### src/rtl/vape_exec_reporter_pkg.sv
// Shared types and constants for the VAPE exec reporter: FSM states, register
// offsets, STATUS bit positions, CTRL bits and the {cause, pc} log entry layout.
package vape_exec_reporter_pkg;

    typedef enum logic [1:0] {
        ST_IDLE  = 2'd0,
        ST_ARMED = 2'd1,
        ST_RUN   = 2'd2,
        ST_DONE  = 2'd3
    } vape_state_t;

    localparam logic [2:0] OFF_STATUS   = 3'd0;
    localparam logic [2:0] OFF_VIOLCNT  = 3'd1;
    localparam logic [2:0] OFF_LOGCAUSE = 3'd2;
    localparam logic [2:0] OFF_LOGPC    = 3'd3;
    localparam logic [2:0] OFF_CTRL     = 3'd4;

    localparam int ST_BIT_EXEC   = 0;
    localparam int ST_BIT_PROOF  = 1;
    localparam int ST_BIT_STICKY = 2;
    localparam int ST_BIT_OVF    = 3;
    localparam int ST_LSB_COUNT  = 4;
    localparam int ST_LSB_STATE  = 8;

    localparam int CTRL_BIT_CLEAR = 0;
    localparam int CTRL_BIT_FLUSH = 1;

    localparam int CAUSE_W = 5;
    localparam int ENTRY_W = 21;

    // Cause bit i is set when exec(i+1) was low in the violation cycle.
    typedef struct packed {
        logic [CAUSE_W-1:0] cause;
        logic [15:0]        pc;
    } viol_entry_t;

endpackage

### src/rtl/vape_exec_reporter_if.sv
// openMSP430 peripheral bus slice used by the VAPE exec reporter.
interface vape_exec_reporter_if;
    logic        per_en;
    logic [1:0]  per_we;
    logic [13:0] per_addr;
    logic [15:0] per_din;
    logic [15:0] per_dout;

    modport master (output per_en, output per_we, output per_addr, output per_din, input per_dout);
    modport slave  (input per_en, input per_we, input per_addr, input per_din, output per_dout);
endinterface

### src/rtl/vape_viol_fifo.sv
// Violation log FIFO: LOG_DEPTH entries of {cause, pc}; flush beats push,
// a push into a full FIFO succeeds only when a pop frees a slot in the same cycle.
module vape_viol_fifo
    import vape_exec_reporter_pkg::*;
#(
    parameter int LOG_DEPTH = 4,
    localparam int PTR_W = $clog2(LOG_DEPTH),
    localparam int CNT_W = $clog2(LOG_DEPTH) + 1
) (
    input  logic             clk,
    input  logic             rst_n,
    input  logic             push,
    input  logic             pop,
    input  logic             flush,
    input  viol_entry_t      din,
    output logic             full,
    output logic             empty,
    output logic [CNT_W-1:0] count,
    output viol_entry_t      head
);

    viol_entry_t            mem [LOG_DEPTH];
    logic [PTR_W-1:0]       rd_ptr;
    logic [PTR_W-1:0]       wr_ptr;
    logic                   do_push;
    logic                   do_pop;

    assign full    = (count == CNT_W'(LOG_DEPTH));
    assign empty   = (count == '0);
    assign do_pop  = pop & ~empty;
    assign do_push = push & (~full | do_pop);
    assign head    = empty ? '0 : mem[rd_ptr];

    always_ff @(posedge clk or negedge rst_n) begin
        if (!rst_n) begin
            rd_ptr <= '0;
            wr_ptr <= '0;
            count  <= '0;
            for (int i = 0; i < LOG_DEPTH; i++) begin
                mem[i] <= '0;
            end
        end else if (flush) begin
            rd_ptr <= '0;
            wr_ptr <= '0;
            count  <= '0;
        end else begin
            if (do_push) begin
                mem[wr_ptr] <= din;
                wr_ptr      <= wr_ptr + PTR_W'(1);
            end
            if (do_pop) begin
                rd_ptr <= rd_ptr + PTR_W'(1);
            end
            case ({do_push, do_pop})
                2'b10:   count <= count + CNT_W'(1);
                2'b01:   count <= count - CNT_W'(1);
                default: count <= count;
            endcase
        end
    end

endmodule

### src/rtl/vape_exec_reporter.sv
// VAPE exec reporter: run-state FSM, violation log/counter and peripheral register window.
// Optional interrupt on a non-empty log is built when VAPE_REPORT_IRQ_EN is defined.
module vape_exec_reporter
    import vape_exec_reporter_pkg::*;
#(
    parameter logic [13:0] BASE_ADDR = 14'h0090,
    parameter int          LOG_DEPTH = 4
) (
    input  logic                  clk,
    input  logic                  rst_n,
    input  logic [15:0]           pc,
    input  logic [15:0]           ER_min,
    input  logic [15:0]           ER_max,
    input  logic                  exec,
    input  logic [4:0]            exec_sub,
    vape_exec_reporter_if.slave   bus,
    output logic                  irq_viol
);

    localparam int CNT_W = $clog2(LOG_DEPTH) + 1;

    vape_state_t      state;
    logic             exec_q;
    logic             viol;
    logic             start;
    logic             proof_valid;
    logic [15:0]      viol_cnt;
    logic             sticky_viol;
    logic             overflow;

    logic [13:0]      addr_off;
    logic [2:0]       off;
    logic             sel;
    logic             rd;
    logic             wr;
    logic             pop_req;
    logic             clear;
    logic             flush;

    logic             fifo_full;
    logic             fifo_empty;
    logic [CNT_W-1:0] fifo_count;
    viol_entry_t      fifo_head;
    viol_entry_t      new_entry;
    logic [15:0]      rdata;
    logic             unused_din;

    assign viol        = exec_q & ~exec;
    assign start       = ~exec_q & exec;
    assign proof_valid = (state == ST_DONE) & exec;

    // Window hit is taken from the offset so BASE_ADDR need not be 8-aligned.
    assign addr_off   = bus.per_addr - BASE_ADDR;
    assign off        = addr_off[2:0];
    assign sel        = bus.per_en & (addr_off[13:3] == '0);
    assign rd         = sel & (bus.per_we == 2'b00);
    assign wr         = sel & (bus.per_we != 2'b00);
    assign pop_req    = rd & (off == OFF_LOGPC);
    assign clear      = wr & (off == OFF_CTRL) & bus.per_din[CTRL_BIT_CLEAR];
    assign flush      = wr & (off == OFF_CTRL) & bus.per_din[CTRL_BIT_FLUSH];
    assign unused_din = ^bus.per_din[15:2];

    assign new_entry.cause = ~exec_sub;
    assign new_entry.pc    = pc;

    vape_viol_fifo #(.LOG_DEPTH(LOG_DEPTH)) u_fifo (
        .clk   (clk),
        .rst_n (rst_n),
        .push  (viol),
        .pop   (pop_req),
        .flush (flush),
        .din   (new_entry),
        .full  (fifo_full),
        .empty (fifo_empty),
        .count (fifo_count),
        .head  (fifo_head)
    );

    // A violation overrides every other transition in its cycle.
    always_ff @(posedge clk or negedge rst_n) begin
        if (!rst_n) begin
            state  <= ST_IDLE;
            exec_q <= 1'b0;
        end else begin
            exec_q <= exec;
            if (viol) begin
                state <= ST_IDLE;
            end else begin
                case (state)
                    ST_IDLE:  if (start) state <= ST_ARMED;
                    ST_ARMED: if (exec && (pc == ER_min)) state <= ST_RUN;
                    ST_RUN:   if (exec && (pc == ER_max)) state <= ST_DONE;
                    ST_DONE:  if (start) state <= ST_ARMED;
                    default:  state <= ST_IDLE;
                endcase
            end
        end
    end

    always_ff @(posedge clk or negedge rst_n) begin
        if (!rst_n) begin
            viol_cnt    <= '0;
            sticky_viol <= 1'b0;
            overflow    <= 1'b0;
        end else if (clear) begin
            viol_cnt    <= '0;
            sticky_viol <= 1'b0;
            overflow    <= 1'b0;
        end else begin
            if (viol) begin
                sticky_viol <= 1'b1;
                if (viol_cnt != 16'hFFFF) viol_cnt <= viol_cnt + 16'd1;
            end
            if (viol && !flush && fifo_full && !pop_req) overflow <= 1'b1;
        end
    end

    always_comb begin
        rdata = '0;
        if (rd) begin
            case (off)
                OFF_STATUS: begin
                    rdata[ST_BIT_EXEC]                  = exec;
                    rdata[ST_BIT_PROOF]                 = proof_valid;
                    rdata[ST_BIT_STICKY]                = sticky_viol;
                    rdata[ST_BIT_OVF]                   = overflow;
                    rdata[ST_LSB_COUNT +: 4]            = 4'(fifo_count);
                    rdata[ST_LSB_STATE +: 2]            = state;
                end
                OFF_VIOLCNT:  rdata = viol_cnt;
                OFF_LOGCAUSE: rdata[CAUSE_W-1:0] = fifo_head.cause;
                OFF_LOGPC:    rdata = fifo_head.pc;
                default:      rdata = '0;
            endcase
        end
    end

    assign bus.per_dout = rdata;

`ifdef VAPE_REPORT_IRQ_EN
    logic nonempty_next;

    // Registered from the FIFO's next occupancy so irq tracks the log with no extra lag.
    assign nonempty_next = ~flush & (viol | (fifo_count > CNT_W'(1)) | (~fifo_empty & ~pop_req));

    always_ff @(posedge clk or negedge rst_n) begin
        if (!rst_n) irq_viol <= 1'b0;
        else        irq_viol <= nonempty_next;
    end
`else
    assign irq_viol = 1'b0;
`endif

endmodule
### src/flat_wrapper.sv
// flat-port wrapper written by rule: the top's interface ports become plain ports
module vape_exec_reporter_flat import vape_exec_reporter_pkg::*;
#(
    parameter logic [13:0] BASE_ADDR = 14'h0090,
    parameter int          LOG_DEPTH = 4
)
  (clk, rst_n, pc, ER_min, ER_max, exec, exec_sub, irq_viol, bus_per_en, bus_per_we, bus_per_addr, bus_per_din, bus_per_dout);
  vape_exec_reporter_if bus_i ();
  input  logic clk;
  input  logic rst_n;
  input  logic [15:0] pc;
  input  logic [15:0] ER_min;
  input  logic [15:0] ER_max;
  input  logic exec;
  input  logic [4:0] exec_sub;
  output logic irq_viol;
  input wire logic [$bits(bus_i.per_en)-1:0] bus_per_en;
  input wire logic [$bits(bus_i.per_we)-1:0] bus_per_we;
  input wire logic [$bits(bus_i.per_addr)-1:0] bus_per_addr;
  input wire logic [$bits(bus_i.per_din)-1:0] bus_per_din;
  output wire logic [$bits(bus_i.per_dout)-1:0] bus_per_dout;
  assign bus_i.per_en = bus_per_en;
  assign bus_i.per_we = bus_per_we;
  assign bus_i.per_addr = bus_per_addr;
  assign bus_i.per_din = bus_per_din;
  assign bus_per_dout = bus_i.per_dout;
  vape_exec_reporter #(.BASE_ADDR(BASE_ADDR), .LOG_DEPTH(LOG_DEPTH)) u_core (.clk(clk), .rst_n(rst_n), .pc(pc), .ER_min(ER_min), .ER_max(ER_max), .exec(exec), .exec_sub(exec_sub), .bus(bus_i), .irq_viol(irq_viol));
endmodule
### config.mk
export PLATFORM = sky130hd
export DESIGN_NAME = vape_exec_reporter_flat
export DESIGN_NICKNAME = d
export VERILOG_FILES = /design/src/rtl/vape_exec_reporter_pkg.sv /design/src/rtl/vape_exec_reporter_if.sv /design/src/rtl/vape_viol_fifo.sv /design/src/rtl/vape_exec_reporter.sv /design/src/flat_wrapper.sv
export SDC_FILE = /design/constraint.sdc
export NUM_CORES = 1
export LEC_CHECK = 0
export CAP_MARGIN = 40
export CORE_MARGIN = 4
export CORE_UTILIZATION = 40
export DETAILED_ROUTE_END_ITERATION = 7
export PLACE_DENSITY = 0.72
export SLEW_MARGIN = 20
export SYNTH_ARGS = -nofsm -noshare
export SYNTH_HDL_FRONTEND = slang
export SYNTH_HIERARCHICAL = 1
export SYNTH_SLANG_ARGS = --single-unit
### constraint.sdc
create_clock -name clk -period 3 [get_ports clk]
set_input_delay 0.6 -clock clk [delete_from_list [all_inputs] [get_ports clk]]
set_output_delay 0.6 -clock clk [all_outputs]
set_load 0.01 [all_outputs]
* Yosys cells after proc, flatten, opt, wreduce, memory -nomap -nowiden
Index checks and enable logic that the tools add are counted.
Widths: inputs -> output; s select.
** Cells by class
- Muxes and demuxes :: 29
- Multipliers :: 0
- Add/subtract/negate cells :: 6
- Eq/ne operators :: 16
- Bitwise operators :: 21
- Shift operators :: 0
- Magnitude comparators :: 3
- Reductions and logical operators :: 24
- Divide/modulo/power cells :: 0
** Operators with widths (number)
- $bwmux 84 :: 1
- $mux 21 :: 4
- $mux 16 :: 4
- $bmux 21 s2 :: 1
- $demux 21 s2 :: 1
- $eq 16x16->1 :: 2
- $pmux 5 s4 :: 1
- $add 16x1->16 const B :: 1
- $mux 2 :: 8
- $ne 16x16->1 const B :: 1
- $pmux 5 s3 :: 1
- $sub 14x8->14 const B :: 1
- $and 1x1->1 :: 12
- $pmux 6 s2 :: 1
- $reduce_bool 2->1 :: 6
- $logic_not 11->1 :: 1
- $eq 2x2->1 const B :: 3
- $eq 3x2->1 const B :: 2
- $eq 3x3->1 const B :: 2
- $ge 3x3->1 const B :: 2
- $logic_and 1x1->1 :: 6
- $logic_not 3->1 :: 2
- $ne 3x2->1 const B :: 2
- $not 2->3 :: 2
- other kinds (20) :: 32
** Storage, ports and cells
- RAM bits :: 0
- Memories :: 0
- Memory bits (read-only) :: 0
- Logic and storage cells :: 115
- Bits of input ports :: 89
- Bits in latches :: 0
- Bits in registers :: 112

* Logic depth before layout (Yosys ltp)
Gate-level depths: netlist of the first run.
- Depth in word-level cells :: 12
- Gate-level depth with buffers :: 14
- Mapped depth without buffers :: 13

* By module
Netlist of the first run, hierarchy kept.
** By module, submodules not included
- vape_viol_fifo :: cells each 287, seq. area each 2277.2 um2, instances 1, area an instance 4361.7 um2
- vape_exec_reporter :: cells each 235, seq. area each 525.5 um2, instances 1, area an instance 1978.1 um2

* Least setup slack after synthesis of the first run
No wires, ideal clock.
- Path kind :: in2reg
- Start :: input port bus_per_addr[4]
- End :: register u_core.u_fifo.count[2]
- Stages on the path :: 14
- Arrival :: 3.057 ns
- Library setup time :: 0.082 ns
- Path buffers :: 1
- Setup slack :: -0.139 ns
- Data required time :: 2.918 ns
- Cells stage by stage :: inv_1 ha_1 nor4b_1 nand4_1 nor4_1 nand2_1 nor2_1 buf_2 o31ai_1 nor2_1 fa_1 or3b_2 or3_1 a31oi_1
** Between the ends
- Word-level cells in the longest chain between the ends :: 11
- Elaborated cells on any way between the ends :: 16
- Classes of those cells :: add/sub (1); eq/ne (2); mux (2); bitwise (9); reduce/logical (2)
** Ends and longest elaborated chain
- from (decl) :: RTL line flat_wrapper.sv:19 : input wire logic [$bits(bus_i.per_addr)-1:0] bus_per_addr;
- $sub 14x8->14 * :: RTL line vape_exec_reporter.sv:53 : assign addr_off = bus.per_addr - BASE_ADDR;
- $logic_not 11->1 * :: RTL line vape_exec_reporter.sv:55 : assign sel = bus.per_en & (addr_off[13:3] == '0);
- $and 1x1->1 * :: RTL line vape_exec_reporter.sv:55
- $and 1x1->1 * :: RTL line vape_exec_reporter.sv:56 : assign rd = sel & (bus.per_we == 2'b00);
- $and 1x1->1 * :: RTL line vape_exec_reporter.sv:58 : assign pop_req = rd & (off == OFF_LOGPC);
- named net u_core.pop_req :: RTL line vape_exec_reporter.sv:36 : logic pop_req;
- $and 1x1->1 * :: RTL line vape_viol_fifo.sv:30 : assign do_pop = pop & ~empty;
- $or 1x1->1 :: RTL line vape_viol_fifo.sv:31 : assign do_push = push & (~full | do_pop);
- $and 1x1->1 :: RTL line vape_viol_fifo.sv:31
- $eq 2x1->1 or $eq 2x2->1 (tied branches) :: RTL line vape_viol_fifo.sv:54 : case ({do_push, do_pop})
- $pmux 3 s2 :: RTL line vape_viol_fifo.sv:54
- $mux 3 :: RTL line vape_viol_fifo.sv:42 : end else if (flush) begin
- to (signal assigned) :: RTL line vape_viol_fifo.sv:55 : 2'b10: count <= count + CNT_W'(1);
- to (signal assigned) :: RTL line vape_viol_fifo.sv:56 : 2'b01: count <= count - CNT_W'(1);
- to (signal assigned) :: RTL line vape_viol_fifo.sv:57 : default: count <= count;
- to (decl) :: RTL line vape_viol_fifo.sv:18 : output logic [CNT_W-1:0] count,
The timed path passes the listed nets; every way through them passes the cells marked *.
A chain may end at the register's enable or synchronous reset.

==> qor.csv, run 1 <==
stage,metric,value,unit
sta,worst-case clock skew,0.00451,ns
synthesis,#FFs+latches synth,112,
power,Switching Share,0.314,
sta,Fmax achieved,0.330,GHz
cts,htree depth,3,
layout,Diodes inserted,0,
global_routing,initial antenna violation count,0,
synthesis,Synth Flop Type,dfrtp_1,
synthesis,synth warn,6,
cts,CTS Buf Count,9,
sta,Hold WS,0.185,ns
synthesis,Post-Syn Nets,622,
power,Sw Pwr,1.89,mW
sta,final number of setup-violating endpoints,1,
sta,Tmin final,3.03,ns
critical_path,max incr delay on CP,0.54,ns
power,maximum vdd drop,0.330,mV
drt,DRT antenna net count,0,
layout,nets,753,
floorplan,DIE HEIGHT,134,um
global_routing,number of global-route vias before repair,4974,
critical_path,Reg2Reg Depth,7,
place,RD Place Congestion,0.928,
cts,"Hold-fix buffers, CTS",0,
synthesis,Synth cell types,58,
place,dpl cell area,7800,um2
drt,vias per cell,5.26,
critical_path,CP required,2.40,ns
critical_path,number of cells on the critical path,7,
outcome,status,finished with violations,
sta,RSZ-0062 raised after global routing,true,
floorplan,core area,15400,um2
cts,"Reg clk slew, reported paths",0.07,ns
floorplan,row cnt,45,
sta,"Slew Viols, Final",0,
synthesis,Mapped Avg Cell Area,12.1,um2
power,Clock power frac,0.198,
drt,final wirelength,16700,um
layout,layout cells sized above 1,0.348,
global_routing,first-pass GRT wire length,26200,um
synthesis,Post-Syn Instances,522,
place,pre-CTS setup slack,-0.890,ns
floorplan,initial core utilization,0.412,
critical_path,worst-path maximum fanout,8,
outcome,failing checks,negative setup slack,
critical_path,"delay-heaviest family, CP",multiplexers,
power,total power draw,6.01,mW
drt,# DRC,0,
floorplan,die width,134,um
power,P_leak,3.48,nW
global_routing,pin count of the biggest net entering global routing,54,
critical_path,CP bufs+invs,3,
global_routing,GRT Overall Usage,0.186,
hold_path,Hold Path Class,in -> async,
power,combinational share of power,0.376,
critical_path,Critical-path top delay cell,mux4_2,
critical_path,CP cell instances,buf_12 > buf_4 > mux4_2 > nor2b_1 > mux4_2 > nor2b_1 > buf_2,
run,max_cap viols,0,
cts,clock sinks,112,
synthesis,"EDFF count, synth",0,
power,Seq pwr share,0.426,
sta,Final Hold Viols,0,
power,internal power,4.12,mW
critical_path,Worst setup SP type,flop,
layout,fin area,8260,um2
drt,WL/cell,19.3,um
cts,clk buf depth,2,
synthesis,Synth async-reset ratio,1.00,
cts,clock root buffer,clkbuf_16,
floorplan,die area,17900,um2
synthesis,Mapped Area,6340,um2
sta,setup ws final,-0.0307,ns
synthesis,sequential share of the synthesized area,0.442,
critical_path,Critical Path AT,2.43,ns
drt,Via Count,4560,
sta,fin crit share,1.01,
drt,Initial DRC Count,364,
layout,Layout area overhead,30.3,%
critical_path,crit path capture type,output port,
power,Power per Cell Area,728,nW/um2
cts,CTS tree,built,
place,hpwl dp,12000,um
drt,DRT Pass-1 Iters,4,
layout,FILL cells,1266,
critical_path,Crit Path Class,reg -> out,
place,IO Port Bufs,90,
global_routing,total grt overflow,0,
floorplan,I/O pin total,106,
layout,fin cells,867,
cts,Clock Latency Late Sink,0.35,ns
place,Cells after DPL,842,
==> metal layers <==
metal	vias up	routed length, um	GRT usage
li1	2115	-	-
met2	119	8320	0.314
met5	-	0	0
met4	0	250	0.0577
met1	2310	7380	0.248
met3	16	782	0.0308
==> cells in the final DEF (no fill, tap or decap), drive strengths merged, types with 9 or more instances in the layout <==
| master | instances |
|---|---|
| dfrtp | 112 |
| mux2 | 85 |
| buf | 72 |
| clkdlybuf4s50 | 61 |
| nor2 | 48 |
| xnor2 | 26 |
| nor2b | 24 |
| mux4 | 23 |
| xor2 | 22 |
| inv | 18 |
| mux2i | 17 |
| clkbuf | 14 |
| nand2 | 13 |
| dlygate4sd2 | 10 |
| ha | 10 |
| nand4 | 9 |
==> per-stage QoR <==
step,utilization,setup TNS [ns]
6_report,0.538,-0.0307
4_1_cts,0.529,-0.0642
5_1_grt,0.538,-0.959
3_5_place_dp,0.508,-80.60
3_3_place_gp,0.508,-72.88
2_1_floorplan,-,0
==> area by class of cell <==
type                            instances  area, um2  share of cell area
Tap cell                              211        264              0.0320
Clock inverter                          3       43.8             0.00530
Clock buffer                           11        243              0.0294
Inverter                               18       70.1             0.00848
Multi-Input combinational cell        363       3420               0.413
Timing Repair Buffer                  149       1420               0.172
Sequential cell                       112       2800               0.339
==> cells in the mapped netlist (all sizes together), types with 2 or more instances <==
| cell type | n | share of area |
|---|---|---|
| nand2 | 13 | 0.0077 |
| xor2 | 22 | 0.030 |
| a31oi | 8 | 0.0089 |
| nor3 | 8 | 0.0063 |
| nor2b | 24 | 0.024 |
| nand3 | 8 | 0.0063 |
| clkbuf | 6 | 0.0037 |
| nor2 | 48 | 0.028 |
| nand4 | 9 | 0.0089 |
| and4 | 2 | 0.0028 |
| mux2i | 17 | 0.027 |
| a21oi | 6 | 0.0047 |
| o211ai | 2 | 0.0024 |
| xnor2 | 26 | 0.036 |
| mux4 | 23 | 0.082 |
| ha | 10 | 0.020 |
| nor3b | 2 | 0.0024 |
| and3 | 6 | 0.0067 |
| and2 | 3 | 0.0030 |
| or3 | 2 | 0.0020 |
| nor4b | 2 | 0.0051 |
| mux2 | 85 | 0.15 |
| o2111ai | 3 | 0.0041 |
| nand2b | 4 | 0.0051 |
| a211oi | 4 | 0.0067 |
| o21ai | 3 | 0.0024 |
| inv | 18 | 0.011 |
| buf | 23 | 0.024 |
| nor4 | 3 | 0.0030 |
| dfrtp | 112 | 0.44 |
| and4bb | 3 | 0.0059 |
==> registers in the layout, summed over array words and instances, names as in the netlist <==
register and flops:
u_core/exec_q 1, u_core/overflow 1, u_core/state 2, u_core/sticky_viol 1, u_core/u_fifo/count 3, u_core/u_fifo/mem 84, u_core/u_fifo/rd_ptr 2, u_core/u_fifo/wr_ptr 2
u_core/viol_cnt 16
==> worst paths after layout <==
| path | end | slack, ns | start |
|---|---|---|---|
| setup / recovery | bus_per_dout[4] | -0.03 | u_core/u_fifo/rd_ptr[0]$_DFFE_PN0P_ |
| hold / removal | u_core/u_fifo/mem[32]$_DFFE_PN0P_ | 0.18 | rst_n |
| setup reg to reg | u_core/u_fifo/count[2]$_DFFE_PN0P_ | 0.72 | u_core/u_fifo/count[1]$_DFFE_PN0P_ |
| hold reg to reg | u_core/u_fifo/mem[37]$_DFFE_PN0P_ | 0.50 | u_core/u_fifo/mem[37]$_DFFE_PN0P_ |
| max in group asynchronous | u_core/viol_cnt[3]$_DFFE_PN0P_ | 2.08 | rst_n |
| min in group clk | u_core/u_fifo/mem[37]$_DFFE_PN0P_ | 0.50 | u_core/u_fifo/mem[37]$_DFFE_PN0P_ |
==> kinds of logic (layout without fill, tap and decap cells) <==
family	Yosys count	in the layout	share of synthesized area
compound gates	36	36	0.0428
xor+xnor	48	48	0.0663
fa+ha+maj	11	11	0.0229
buf+inv	47	181	0.0385
flops	112	112	0.442
mux	125	125	0.263
other cells	1	1	0.000591
simple gates	142	142	0.124
==> power by group through the flow <==
stage | registers (mW) | logic (mW) | clock network [mW]
after global routing | 2.64 | 2.43 | 1.27
after floorplan | 2.43 | 1.55 | 0
final | 2.56 | 2.26 | 1.19
after detailed placement | 2.59 | 2.14 | 0
after CTS | 2.56 | 2.16 | 1.21
after global placement | 2.50 | 2.03 | 0
==> timing repair <==
action	in CTS	in global routing
gates cloned	0	4
pin swaps	10	8
setup buffers	6	1
endpoints found under the setup margin	105	68
gates resized for setup	95	10
Note: power is estimated with default switching activity, not from simulation.
==> inputs of run 2 (changes only) <==
--- a/config.mk
+++ b/config.mk
@@ -6,11 +6,11 @@
 export NUM_CORES = 1
 export LEC_CHECK = 0
 export CAP_MARGIN = 40
+export CORE_ASPECT_RATIO = 1.4
 export CORE_MARGIN = 4
 export CORE_UTILIZATION = 40
 export DETAILED_ROUTE_END_ITERATION = 7
 export PLACE_DENSITY = 0.72
-export SLEW_MARGIN = 20
 export SYNTH_ARGS = -nofsm -noshare
 export SYNTH_HDL_FRONTEND = slang
 export SYNTH_HIERARCHICAL = 1
==> qor.csv, run 2 (synthesized netlist as in run 1, its figures left out) <==
stage,metric,value,unit,change
place,RD Place Congestion,0.860,,-7.4%
layout,Diodes inserted,0,,unchanged
sta,final number of setup-violating endpoints,1,,unchanged
floorplan,DIE HEIGHT,157,um,+17%
hold_path,Hold Path Class,in -> async,,
drt,WL/cell,20.2,um,+4.8%
cts,htree depth,3,,unchanged
drt,Initial DRC Count,180,,-51%
critical_path,worst-path maximum fanout,7,,-1
critical_path,R2R Setup Slk,0.78,ns,+0.06 ns
floorplan,die width,114,um,-15%
global_routing,first-pass GRT wire length,25600,um,-2.5%
layout,Layout area overhead,33.0,%,
sta,RSZ-0062 raised after global routing,true,,
power,Power per Cell Area,729,nW/um2,+0.23%
critical_path,crit path from,u_core/u_fifo/rd_ptr[0]$_DFFE_PN0P_,,
sta,setup ws final,-0.00123,ns,+0.0295 ns
floorplan,initial core utilization,0.406,,-0.00625
sta,fin crit share,1.00,,-0.00982
global_routing,GRT Overall Usage,0.180,,-0.00587
drt,# DRC,0,,unchanged
critical_path,CP required,2.40,ns,about the same
global_routing,initial antenna violation count,0,,unchanged
drt,Via Count,4701,,+3.1%
critical_path,Worst setup SP type,flop,,
cts,"Hold-fix buffers, CTS",0,,unchanged
critical_path,Crit Path Class,reg -> out,,
cts,clock sinks,112,,unchanged
cts,clock root buffer,clkbuf_16,,
critical_path,Reg2Reg Depth,7,,unchanged
layout,Biggest register,u_core/u_fifo/mem,,
layout,nets,755,,+0.27%
critical_path,Critical Path AT,2.40,ns,-0.03 ns
outcome,failing checks,negative setup slack,,
run,max_cap viols,0,,unchanged
cts,CTS Buf Count,9,,unchanged
cts,CTS tree,built,,
drt,DRT antenna net count,0,,unchanged
place,pre-CTS setup slack,-0.759,ns,+0.132 ns
sta,Worst Max-Slew Pin Slew,0.643,ns,
layout,Final Util,0.540,,+0.00252
global_routing,pin count of the biggest net entering global routing,50,,-7.4%
floorplan,die area,18000,um2,+0.16%
sta,Final Hold Viols,0,,unchanged
floorplan,core area,15600,um2,+1.5%
cts,clk buf depth,2,,unchanged
critical_path,Reg-to-Reg Start,u_core/u_fifo/count[1]$_DFFE_PN0P_,,
power,maximum vdd drop,0.370,mV,+12%
drt,vias per cell,5.49,,+4.4%
drt,final wirelength,17300,um,+3.4%
layout,max reg flops,84,,unchanged
global_routing,total grt overflow,0,,unchanged
sta,Tmin final,3.00,ns,-0.0295 ns
power,total power draw,6.15,mW,+2.2%
floorplan,row cnt,54,,+20%
sta,Hold WS,0.273,ns,+0.0885 ns
sta,Fmax achieved,0.333,GHz,+0.98%
place,IO Port Bufs,90,,unchanged
power,P_leak,3.62,nW,+3.9%
critical_path,r2r endpoint,u_core/u_fifo/count[2]$_DFFE_PN0P_,,
cts,Clock Latency Late Sink,0.35,ns,about the same
layout,most frequent cells in the layout,"dfrtp_1, clkdlybuf4s50_1, mux2_2",,
sta,worst-case clock skew,0.00787,ns,+0.00336 ns
sta,"Slew Viols, Final",0,,unchanged
outcome,status,finished with violations,,
place,hpwl dp,11800,um,-1.5%
floorplan,I/O pin total,106,,unchanged
cts,"Reg clk slew, reported paths",0.08,ns,about the same
drt,DRT Pass-1 Iters,4,,unchanged
layout,layout cells sized above 1,0.362,,+0.0146
global_routing,number of global-route vias before repair,5092,,+2.4%
layout,"commonest non-fill, non-tap cell in the layout",dfrtp_1,,
critical_path,crit path capture type,output port,,
layout,biggest regs,"u_core/u_fifo/mem (84), u_core/viol_cnt (16), u_core/u_fifo/count (3)",,
sta,Slew HR,0.571,,
## run 2: cell types whose count changed in the layout (fill, tap and decap cells not counted), moves of 3 or more
cell,delta
mux2_4,+20
nor2_4,+3
mux2_2,-20
dlymetal6s2s_1,+5
dlygate4sd2_1,-7
nor2_1,-5
buf_6,+3
## run 2: layer usage
layer,vias up,wire length [um],GRT usage
met5,-,0,0
met4,0,635,0.0860
met3,39,742,0.0277
met2,123,9310,0.329
met1,2418,6610,0.203
li1,2121,-,-
## run 2: cell type report
class	instances	area [um2]
fill	1300	7180
multi-input combinational	363	3520
clock buffer	10	239
inverter	18	70.1
tap	196	245
clock inverter	6	66.3
sequential	112	2800
timing repair buffer	151	1480
## run 2: where the power goes
group	leakage (nW)	switching (mW)	internal (mW)
clock network	0.153	0.556	0.676
logic	2.10	0.959	1.37
registers	1.36	0.421	2.16
total	3.62	1.93	4.21
## run 2: worst max-delay path, cell delays in order, from the launching register on
cell     delay, ns
dfrtp_2       0.41
buf_12        0.15
buf_4         0.11
mux4_2        0.50
nor2b_1       0.15
mux4_2        0.46
nor2b_1       0.14
buf_2         0.13
## run 2: worst max path at each step
stage | to | cells past startpoint
2_1_floorplan | u_core/u_fifo/count[2]$_DFFE_PN0P_ | 14
3_3_place_gp | bus_per_dout[9] | 9
5_1_grt | bus_per_dout[3] | 10
4_1_cts | bus_per_dout[9] | 8
3_5_place_dp | bus_per_dout[9] | 9
6_report | bus_per_dout[2] | 7
## run 2: metrics by stage
step,area (um2),instances,setup TNS (ns)
2_1_floorplan,6360,522,0
3_3_place_gp,7750,824,-54.32
3_5_place_dp,7750,824,-56.16
4_1_cts,8060,846,0
5_1_grt,8430,856,-0.205
6_report,8430,856,-0.00123
## run 2: what timing repair did
action	CTS	global route
pin swaps	8	19
setup endpoints to repair	102	94
cloned	0	7
endpoints found under the hold margin	0	0
gates resized for setup	89	53
buffers inserted	6	5
==> inputs of run 3 (changes only) <==
--- a/config.mk
+++ b/config.mk
@@ -10,6 +10,7 @@
 export CORE_MARGIN = 4
 export CORE_UTILIZATION = 40
 export DETAILED_ROUTE_END_ITERATION = 7
+export GPL_TIMING_DRIVEN = 0
 export PLACE_DENSITY = 0.72
 export SYNTH_ARGS = -nofsm -noshare
 export SYNTH_HDL_FRONTEND = slang
==> qor.csv, run 3 (synthesized netlist as in run 1, its figures left out) <==
stage,metric,value,unit,change
cts,Clock Latency Late Sink,0.35,ns,about the same
sta,Slew HR,0.562,,-0.00891
cts,clock root buffer,clkbuf_16,,
power,P_leak,3.64,nW,+0.63%
global_routing,total grt overflow,0,,unchanged
cts,htree depth,3,,unchanged
critical_path,worst-path maximum fanout,10,,+3
floorplan,die width,114,um,unchanged
layout,nets,750,,-0.66%
power,total power draw,6.31,mW,+2.6%
global_routing,pin count of the biggest net entering global routing,65,,+30%
critical_path,Critical Path AT,3.28,ns,+0.88 ns
drt,# DRC,0,,unchanged
global_routing,number of global-route vias before repair,5078,,-0.27%
critical_path,Crit Path Class,in -> reg,,
critical_path,Worst setup SP type,input pin,,
layout,max reg flops,84,,unchanged
cts,CTS Buf Count,9,,unchanged
layout,"commonest non-fill, non-tap cell in the layout",dfrtp_1,,
drt,DRT Pass-1 Iters,4,,unchanged
sta,Tmin final,3.00,ns,-0.000578 ns
place,Cells after DPL,809,,-1.8%
outcome,failing checks,negative setup slack,,
layout,register area,2800,um2,about the same
layout,FILL cells,1273,,-2.1%
layout,Diodes inserted,0,,unchanged
drt,vias per cell,5.47,,-0.48%
critical_path,CP required,3.28,ns,+0.88 ns
layout,Biggest register,u_core/u_fifo/mem,,
sta,Final Hold Viols,0,,unchanged
drt,DRT antenna net count,0,,unchanged
sta,"Slew Viols, Final",0,,unchanged
cts,clock sinks,112,,unchanged
drt,Via Count,4651,,-1.1%
cts,clk buf depth,2,,unchanged
floorplan,DIE HEIGHT,157,um,unchanged
layout,Layout area overhead,34.6,%,
place,IO Port Bufs,89,,-1.1%
sta,Fin Setup TNS,-0.000650,ns,+0.000578 ns
sta,Worst Max-Slew Pin Slew,0.657,ns,+0.0134 ns
drt,Initial DRC Count,258,,+43%
floorplan,row cnt,54,,unchanged
sta,fin crit share,1.00,,about the same
cts,"Hold-fix buffers, CTS",0,,unchanged
place,RD Place Congestion,0.835,,-2.9%
drt,final wirelength,17900,um,+3.2%
global_routing,first-pass GRT wire length,27200,um,+6.3%
floorplan,initial core utilization,0.406,,unchanged
critical_path,crit path capture type,flop,,
outcome,status,finished with violations,,
layout,area of the multi-input gates,3720,um2,+5.6%
drt,WL/cell,21.0,um,+3.8%
sta,Hold WS,0.275,ns,+0.00183 ns
hold_path,Hold Path Class,in -> async,,
sta,Fmax achieved,0.333,GHz,about the same
power,Power per Cell Area,739,nW/um2,+1.3%
floorplan,core area,15600,um2,unchanged
sta,worst-case clock skew,0.00893,ns,+0.00106 ns
global_routing,GRT Overall Usage,0.196,,+0.0152
cts,"Reg clk slew, reported paths",0.08,ns,about the same
sta,final number of setup-violating endpoints,1,,unchanged
floorplan,die area,18000,um2,unchanged
layout,layout cells sized above 1,0.360,,-0.00182
floorplan,I/O pin total,106,,unchanged
layout,biggest regs,"u_core/u_fifo/mem (84), u_core/viol_cnt (16), u_core/u_fifo/count (3)",,
global_routing,initial antenna violation count,0,,unchanged
layout,fin cells,851,,-0.58%
cts,CTS tree,built,,
sta,RSZ-0062 raised after global routing,true,,
place,hpwl dp,12100,um,+2.5%
run,max_cap viols,0,,unchanged
power,maximum vdd drop,0.330,mV,-11%
sta,setup ws final,-0.000650,ns,+0.000578 ns
layout,most frequent cells in the layout,"dfrtp_1, mux2_4, clkdlybuf4s50_1",,
run 3: changes by cell type in the layout (fill, tap and decap cells not counted), sizes merged:
cell	before	now
clkdlybuf4s50	61	60
inv	20	19
dlymetal6s2s	5	0
nand2	13	14
bufinv	1	0
clkinvlp	0	3
clkinv	3	1
buf	75	62
clkbuf	16	23
dlygate4sd2	3	9
clkdlybuf4s15	1	2
run 3: worst max-delay path: stages:
cell	delay, ns
clkdlybuf4s50_1	0.53
nand2b_4	0.23
inv_1	0.25
buf_2	0.29
nor2_2	0.08
fa_2	0.40
or3b_4	0.41
or3_1	0.32
a31oi_1	0.16
run 3: timing repair:
item / in CTS / in global routing
pin swaps: 24 / 10
setup buffers: 21 / 4
gates resized for setup: 182 / 55
gates cloned: 3 / 2
endpoints found under the setup margin: 105 / 103
run 3: cell type report:
class,instances,share of cell area
plain buffers,27,0.0314
clock buffers,11,0.0273
clock inverters,5,0.00499
inverters,18,0.00821
multi-input cells,364,0.436
flip-flops and latches,112,0.328
well taps,196,0.0287
repair buffers,118,0.135
run 3: final timing paths:
path / start / endpoint / slack (ns) / cells after the start
worst max-delay path: exec / u_core/u_fifo/count[2]$_DFFE_PN0P_ / -0.0006 / 9
worst min-delay path: rst_n / u_core/state[1]$_DFFE_PN0P_ / 0.28 / 1
worst max register to register: u_core/exec_q$_DFF_PN0_ / u_core/u_fifo/count[2]$_DFFE_PN0P_ / 0.52 / 8
worst min register to register: u_core/u_fifo/mem[38]$_DFFE_PN0P_ / u_core/u_fifo/mem[38]$_DFFE_PN0P_ / 0.50 / 1
max in group asynchronous: rst_n / u_core/u_fifo/mem[69]$_DFFE_PN0P_ / 1.98 / 2
min in group clk: u_core/u_fifo/mem[38]$_DFFE_PN0P_ / u_core/u_fifo/mem[38]$_DFFE_PN0P_ / 0.50 / 1
run 3: where the power goes:
group	switching, mW	internal (mW)	leakage [nW]	total (mW)
Sequential	0.438	2.16	1.36	2.60
Clock	0.567	0.572	0.124	1.14
Combinational	1.01	1.55	2.15	2.57
Total	2.02	4.29	3.64	6.31
run 3: per-layer routing:
metal  global-route usage  part of all wire  vias up
met4               0.0889             0.030        0
met5                    0                 0        -
met2                0.347              0.54      132
met1                0.231              0.39     2376
met3               0.0315             0.043       30
li1                     -                 -     2113
run 3: through the flow:
stage,setup WS (ns),instance area [um2],utilization
final,-0.000650,8530,0.547
after global routing,-0.117,8530,0.547
after CTS,-0.0759,8400,0.538
after detailed placement,-1.24,7540,0.483
after global placement,-2.69,7500,0.481
after floorplan,0.00303,6360,-
